$ cat src/rtl/regfile_wb_if.sv
// Write-back bus between two result sources (ALU, LSU) and the register-file arbiter.
// The master modport is the source/observer side; the slave modport is the arbiter.
interface regfile_wb_if #(
  parameter int WIDTH      = 32,
  parameter int DEPTH_LOG2 = 4
);
  logic                  src0_valid;
  logic                  src0_ready;
  logic [DEPTH_LOG2-1:0] src0_addr;
  logic [WIDTH-1:0]      src0_data;
  logic                  src1_valid;
  logic                  src1_ready;
  logic [DEPTH_LOG2-1:0] src1_addr;
  logic [WIDTH-1:0]      src1_data;
  logic                  rd_write;
  logic [DEPTH_LOG2-1:0] rd_addr;
  logic [WIDTH-1:0]      rd_wdata;
  logic                  idle;

  modport master (
    output src0_valid, src0_addr, src0_data,
    output src1_valid, src1_addr, src1_data,
    input  src0_ready, src1_ready,
    input  rd_write, rd_addr, rd_wdata, idle
  );

  modport slave (
    input  src0_valid, src0_addr, src0_data,
    input  src1_valid, src1_addr, src1_data,
    output src0_ready, src1_ready,
    output rd_write, rd_addr, rd_wdata, idle
  );
endinterface

$ cat src/rtl/regfile_wb_arbiter.sv
// Two-source write-back arbiter: per-source 2-entry FIFOs feeding one registered rd_* port.
// Define REGFILE_WB_RR_EN for round-robin contention; default is fixed priority to source 0.
module regfile_wb_arbiter #(
  parameter int WIDTH      = 32,
  parameter int DEPTH_LOG2 = 4
) (
  input  logic           clk,
  input  logic           rst,
  regfile_wb_if.slave    bus
);

  typedef struct packed {
    logic [DEPTH_LOG2-1:0] addr;
    logic [WIDTH-1:0]      data;
  } entry_t;

  // Handshake: an entry transfers on a rising edge where srcN_valid && srcN_ready;
  // srcN_ready comes from registered occupancy only, so a full FIFO refuses even while popping.
  entry_t                mem_q   [2][2];
  logic   [1:0]          cnt_q   [2];
  logic   [1:0]          cnt_d   [2];
  logic                  wptr_q  [2];
  logic                  rptr_q  [2];
  entry_t                in_entry[2];
  logic   [1:0]          in_valid;
  logic   [1:0]          ready;
  logic   [1:0]          push;
  logic   [1:0]          pop;
  logic   [1:0]          nonempty;
  logic                  gnt_valid;
  logic                  gnt_src;
  logic                  prio;
  entry_t                head;
  logic                  rd_write_q;
  logic [DEPTH_LOG2-1:0] rd_addr_q;
  logic [WIDTH-1:0]      rd_wdata_q;

  assign in_valid    = {bus.src1_valid, bus.src0_valid};
  assign in_entry[0] = {bus.src0_addr, bus.src0_data};
  assign in_entry[1] = {bus.src1_addr, bus.src1_data};

  always_comb begin
    for (int i = 0; i < 2; i++) begin
      ready[i]    = ~cnt_q[i][1];
      push[i]     = in_valid[i] & ready[i];
      nonempty[i] = (cnt_q[i] != 2'd0);
    end
  end

  always_comb begin
    gnt_valid = |nonempty;
    gnt_src   = 1'b0;
    if (nonempty[0] && nonempty[1]) begin
      gnt_src = prio;
    end else if (nonempty[1]) begin
      gnt_src = 1'b1;
    end
    pop = 2'b00;
    if (gnt_valid) begin
      pop[gnt_src] = 1'b1;
    end
  end

  always_comb begin
    for (int i = 0; i < 2; i++) begin
      cnt_d[i] = cnt_q[i] + {1'b0, push[i]} - {1'b0, pop[i]};
    end
  end

  assign head = mem_q[gnt_src][rptr_q[gnt_src]];

`ifdef REGFILE_WB_RR_EN
  logic prio_q;

  // After each grant the other source gets first claim on the next contention.
  always_ff @(posedge clk or posedge rst) begin
    if (rst) begin
      prio_q <= 1'b0;
    end else if (gnt_valid) begin
      prio_q <= ~gnt_src;
    end
  end

  assign prio = prio_q;
`else
  assign prio = 1'b0;
`endif

  always_ff @(posedge clk) begin
    for (int i = 0; i < 2; i++) begin
      if (push[i]) begin
        mem_q[i][wptr_q[i]] <= in_entry[i];
      end
    end
  end

  always_ff @(posedge clk or posedge rst) begin
    if (rst) begin
      for (int i = 0; i < 2; i++) begin
        cnt_q[i]  <= 2'd0;
        wptr_q[i] <= 1'b0;
        rptr_q[i] <= 1'b0;
      end
    end else begin
      for (int i = 0; i < 2; i++) begin
        cnt_q[i] <= cnt_d[i];
        if (push[i]) wptr_q[i] <= ~wptr_q[i];
        if (pop[i])  rptr_q[i] <= ~rptr_q[i];
      end
    end
  end

  // Register 0 is hardwired: its entries are consumed without a write and rd_* hold.
  always_ff @(posedge clk or posedge rst) begin
    if (rst) begin
      rd_write_q <= 1'b0;
      rd_addr_q  <= '0;
      rd_wdata_q <= '0;
    end else begin
      rd_write_q <= gnt_valid && (head.addr != '0);
      if (gnt_valid && (head.addr != '0)) begin
        rd_addr_q  <= head.addr;
        rd_wdata_q <= head.data;
      end
    end
  end

  assign bus.src0_ready = ready[0];
  assign bus.src1_ready = ready[1];
  assign bus.rd_write   = rd_write_q;
  assign bus.rd_addr    = rd_addr_q;
  assign bus.rd_wdata   = rd_wdata_q;
  assign bus.idle       = (cnt_q[0] == 2'd0) && (cnt_q[1] == 2'd0) && !rd_write_q;

endmodule

$ cat src/flat_wrapper.sv
// flat-port wrapper written by rule: the top's interface ports become plain ports
module regfile_wb_arbiter_flat 
#(
  parameter int WIDTH      = 32,
  parameter int DEPTH_LOG2 = 4
)
  (clk, rst, bus_src0_valid, bus_src0_addr, bus_src0_data, bus_src1_valid, bus_src1_addr, bus_src1_data, bus_src0_ready, bus_src1_ready, bus_rd_write, bus_rd_addr, bus_rd_wdata, bus_idle);
  regfile_wb_if #(.WIDTH(WIDTH), .DEPTH_LOG2(DEPTH_LOG2)) bus_i ();
  input  logic clk;
  input  logic rst;
  input wire logic [$bits(bus_i.src0_valid)-1:0] bus_src0_valid;
  input wire logic [$bits(bus_i.src0_addr)-1:0] bus_src0_addr;
  input wire logic [$bits(bus_i.src0_data)-1:0] bus_src0_data;
  input wire logic [$bits(bus_i.src1_valid)-1:0] bus_src1_valid;
  input wire logic [$bits(bus_i.src1_addr)-1:0] bus_src1_addr;
  input wire logic [$bits(bus_i.src1_data)-1:0] bus_src1_data;
  output wire logic [$bits(bus_i.src0_ready)-1:0] bus_src0_ready;
  output wire logic [$bits(bus_i.src1_ready)-1:0] bus_src1_ready;
  output wire logic [$bits(bus_i.rd_write)-1:0] bus_rd_write;
  output wire logic [$bits(bus_i.rd_addr)-1:0] bus_rd_addr;
  output wire logic [$bits(bus_i.rd_wdata)-1:0] bus_rd_wdata;
  output wire logic [$bits(bus_i.idle)-1:0] bus_idle;
  assign bus_i.src0_valid = bus_src0_valid;
  assign bus_i.src0_addr = bus_src0_addr;
  assign bus_i.src0_data = bus_src0_data;
  assign bus_i.src1_valid = bus_src1_valid;
  assign bus_i.src1_addr = bus_src1_addr;
  assign bus_i.src1_data = bus_src1_data;
  assign bus_src0_ready = bus_i.src0_ready;
  assign bus_src1_ready = bus_i.src1_ready;
  assign bus_rd_write = bus_i.rd_write;
  assign bus_rd_addr = bus_i.rd_addr;
  assign bus_rd_wdata = bus_i.rd_wdata;
  assign bus_idle = bus_i.idle;
  regfile_wb_arbiter #(.WIDTH(WIDTH), .DEPTH_LOG2(DEPTH_LOG2)) u_core (.clk(clk), .rst(rst), .bus(bus_i));
endmodule
$ cat config.mk
export PLATFORM = sky130hd
export DESIGN_NAME = regfile_wb_arbiter_flat
export DESIGN_NICKNAME = d
export VERILOG_FILES = /design/src/rtl/regfile_wb_if.sv /design/src/rtl/regfile_wb_arbiter.sv /design/src/flat_wrapper.sv
export SDC_FILE = /design/constraint.sdc
export NUM_CORES = 1
export LEC_CHECK = 0
export CAP_MARGIN = 20
export CORE_ASPECT_RATIO = 1.75
export CORE_MARGIN = 2
export CORE_UTILIZATION = 55
export CTS_CLUSTER_SIZE = 8
export DETAILED_ROUTE_END_ITERATION = 12
export PLACE_DENSITY = 0.79
export SLEW_MARGIN = 20
export SYNTH_ARGS = -nofsm -noshare
export SYNTH_HDL_FRONTEND = slang
export SYNTH_SLANG_ARGS = --single-unit
$ cat constraint.sdc
create_clock -name clk -period 4.4 [get_ports clk]
set_input_delay 0.88 -clock clk [delete_from_list [all_inputs] [get_ports clk]]
set_output_delay 0.88 -clock clk [all_outputs]
set_load 0.02 [all_outputs]
==> results.txt <==
The sum of net half-perimeters after detailed placement is 9340 um. The net switching power came out at 0.00190 W. The minimum hold slack is 0.511 ns.

The max-slew violation count is 0. The routed metal-1 wire length is slightly above 5000 um. Summed over all instances, the cell type with the most area after synthesis is edfxtp_1. The XOR/XNOR share of the synthesized area came out at 0.00710. The number of cells on the worst reg-to-reg path is 4. In the detailed route, the total length drawn on met3 is 431 um.

The final standard cell utilization of the core is 0.702. The cell occurring most often along the worst timing path is nor2_1. The detailed router finished its first iteration with 193 violations. The via count of the first global-routing pass came out at 4,229. STA classifies the critical path startpoint as a flip-flop. The number of endpoints with negative hold slack in the final report came out at 0. The number of sinks on the clock net is 189. The main combinational cell family by area after synthesis is multiplexers. The slowest stage of the critical path belongs to the cell clkdlybuf4s50_1.

The fraction of synthesized cell area taken by the top area cell type came out at 0.584. The flow ran to the end, and the final reports show no timing, DRC or antenna violations. The routed wire length is 14,300 um.

The top cell types in the final layout, fill and taps aside, are edfxtp_1, clkdlybuf4s50_1, mux2i_1. The detailed-route DRC error count came out at 0. For this design the static power due to leakage is 3.61 nW.

The setup check on the worst reg-to-reg path leaves a slack of 2.01 ns. The post-synthesis share of cell area spent on full adders, half adders and majority gates is 0.00338. The gate count of the mapped netlist is 391. The worst-margin pin slew is 1.08 ns. At the later pin of the worst-skew pair, clock insertion delay measures 0.42 ns.

The global placement routability congestion is 0.780. The minimum setup slack in the final design came out at ~1.5 ns. The number of antenna repair diodes is 0. The pre-antenna-repair detailed-routing pass consisted of 4 iterations. The die span in x came out at approximately 92 um. The total of warnings raised by yosys is 0. The largest fanout on the critical path came out at 5. The net count reported at finish is 593.

The die covers ~0.014 mm^2. The floorplan step set the die height to 157 um. In this run the cell area of the synthesized design comes to 0.00740 mm^2.

Clock-pin slew was measured on the worst setup and hold paths at 0.07 ns. The number of buffers created by CTS is 17. Together, buffers and inverters on the worst path number 1. The highest metal layer carrying signal wires in the routed design is met4.

Compared with the post-synthesis result, the final layout area differs by 25.7%. After detailed routing, the met2 layer carries 8500 um of wire. After routing the design area is about 0.0093 mm^2. The share of total power dissipated in combinational logic is 0.331. The category of the critical setup timing path is reg2out. In this run the worst hold path is classified as reg2reg. A synthesized cell averages ~19 um^2.

The most critical setup path has its endpoint at bus_idle. The maximum clock rate came out at ~340 MHz. Setup repair after global routing left no endpoint under its margin. The aggregate global routing overflow is 0. The setup TNS is 0 ns. The net count after synthesis came out at 469. The number of antenna violations at the first check in global routing came to 0.

The worst slack at placement is 1.33 ns. The most frequent standard cell in the layout excluding fill and tap cells is edfxtp_1. The sequential element share of the synthesized area is 0.737. The number of ports placed on the die boundary is 116. The register share of total power is 0.430. The post-detailed-route wirelength per cell came out at 20.4 um.

Synthesis inferred ~190 register bits. The critical path crosses 4 cells after its start point. The critical path goes through nor2_1 > nand2_1 > nor2_1 > clkdlybuf4s50_1. The peak supply drop is between 0.3 and 0.4 mV. The row count is 56. The share of total power dissipated in the clock network is 0.239. After synthesis, the cell types taking the most area are edfxtp_1, dfrtp_1, mux2i_1. The proportion of synthesized flip-flops having asynchronous set or reset came out at 0.238. The first global-routing pass estimated 21,400 um of wire. For the worst setup path, the data arrival time is 2.03 ns. The largest net degree at the start of global routing is 39.

The data required time of the worst path came out at 3.52 ns. The count of vias placed by the detailed router came out at 3,795. The switching portion of total power came out at 0.308.

The post-cts sizing count is 0. The final number of setup-violating endpoints is 0. The clock tree root driver cell is clkbuf_16. The worst relative slew slack is 0.279. The number of levels in the clock H-tree came out at 4. The number of post-CTS setup repair buffers is 0. In this run the critical register-to-register path is captured at u_core.bus.rd_wdata[3]$_DFFE_PP0P_. Once placement finished, the instance area stood at 0.00870 mm^2. Of the available clock period, the critical path in the final layout requires 0.661.

TritonCTS built the clock tree. The total of max-cap violations came out at 0. After synthesis, the share of cell area in mux cells is 0.207. The critical path starts at u_core.cnt_q[1]$_DFF_PP0_. The worst-case clock buffer depth is 2. The core region area came out at 0.0132 mm^2.

After detailed routing, the number of vias per cell comes to between 5 and 6. On the final layout, the worst clock skew is 0.0139 ns. Grouping stages by cell kind, the critical path spends the most delay in buffers and inverters.

The total of fill cells in the finished design is just over 800. The final period demand of the worst path came out at 2.91 ns. The areal power density over the cells is 662 mW/mm^2. The worst register-to-register path begins at u_core.cnt_q[3]$_DFF_PP0_. The largest single stage delay on the critical path is 0.61 ns. Buffers inserted to repair hold after CTS numbered 0. The number of enable flip-flop cells after synthesis is 144. The most used flip-flop cell after synthesis is edfxtp_1. Synthesis instantiated 25 different standard cells from the library. The starting utilization of the core area came out at 0.559. The remaining number of nets flagged by the antenna check after routing came out at 0.

The share of the synthesized area in compound gates (AO/OA/AOI/OAI) is 0.00676. The kind of capture point of the worst setup path is an output port. Internal power comes to about 0.0043 W. Of the cells placed in the final design, the portion with a size suffix greater than 1 is 0.148.

The overall global routing resource usage came out at 0.201. The number of I/O port buffers is 115. The simple-gate share of the synthesized area came out at 0.0161.
[flip-flops by register name, indices dropped and copies added, names as in the netlist]
name,cells
u_core.bus.rd_addr,4
u_core.bus.rd_wdata,32
u_core.bus.rd_write,1
u_core.cnt_q,4
u_core.mem_q,144
u_core.rptr_q,2
u_core.wptr_q,2
[worst reg2reg max path: stages, from the launching register on]
cell and delay, ns:
dfrtp_1 0.45, nor3_4 0.22, a32o_2 0.79, buf_4 0.42
mux2_2 0.39
[how the worst min path moves through the flow]
stage	startpoint	end	depth (start not counted)
finish	u_core.bus.rd_wdata[15]$_DFFE_PP0P_	u_core.bus.rd_wdata[15]$_DFFE_PP0P_	1
global route	u_core.bus.rd_wdata[15]$_DFFE_PP0P_	u_core.bus.rd_wdata[15]$_DFFE_PP0P_	1
CTS	u_core.bus.rd_wdata[14]$_DFFE_PP0P_	u_core.bus.rd_wdata[14]$_DFFE_PP0P_	1
detailed placement	u_core.bus.rd_wdata[5]$_DFFE_PP0P_	u_core.bus.rd_wdata[5]$_DFFE_PP0P_	1
global placement	u_core.bus.rd_wdata[7]$_DFFE_PP0P_	u_core.bus.rd_wdata[7]$_DFFE_PP0P_	1
floorplan	u_core.wptr_q[0]$_DFFE_PP0P_	u_core.wptr_q[0]$_DFFE_PP0P_	1
[per-stage QoR]
| stage | instances | total power, W |
|---|---|---|
| after detailed placement | 669 | 0.00472 |
| after CTS | 701 | 0.00619 |
| after floorplan | 391 | 0.00399 |
| after global routing | 702 | 0.00641 |
| final | 702 | 0.00616 |
| after global placement | 669 | 0.00464 |
[cells in the mapped netlist, types with 3 or more instances]
cell type  count
edfxtp_1     144
mux2i_1      108
dfrtp_1       45
mux2_4        25
buf_2          9
inv_1          9
nor2_1         8
mux2_2         7
nand2_1        5
o2bb2ai_1      4
xnor2_1        4
buf_6          3
[area by class of cell]
class / count / area, um^2 / area share
Clock buffer: 19 / 443 / 0.0476
Inverter: 9 / 33.8 / 0.00363
Tap cell: 174 / 218 / 0.0234
Timing Repair Buffer: 121 / 1220 / 0.131
Sequential cell: 189 / 5450 / 0.586
Clock inverter: 13 / 129 / 0.0139
Multi-Input combinational cell: 177 / 1810 / 0.194
[power by group through the flow]
stage	logic, W	registers, W	clock network [W]
finish	0.00204	0.00265	0.00147
global route	0.00216	0.00269	0.00155
CTS	0.00205	0.00265	0.00149
detailed placement	0.00204	0.00269	0
global placement	0.00198	0.00266	0
floorplan	0.00116	0.00283	0
[cells by family after synthesis]
family / Yosys count
flip-flops: 189
multiplexers: 140
buffers and inverters: 25
AND/OR/NAND/NOR: 23
AO/OA/AOI/OAI: 6
XOR/XNOR: 6
adder cells (fa/ha/maj): 2
[routing by layer]
layer  GRT usage  up-vias
met3      0.0345       30
met2       0.392      110
met1       0.203     1922
met4      0.0960        0
met5           0        -
li1            -     1733
Note: power is estimated with default switching activity, not from simulation.
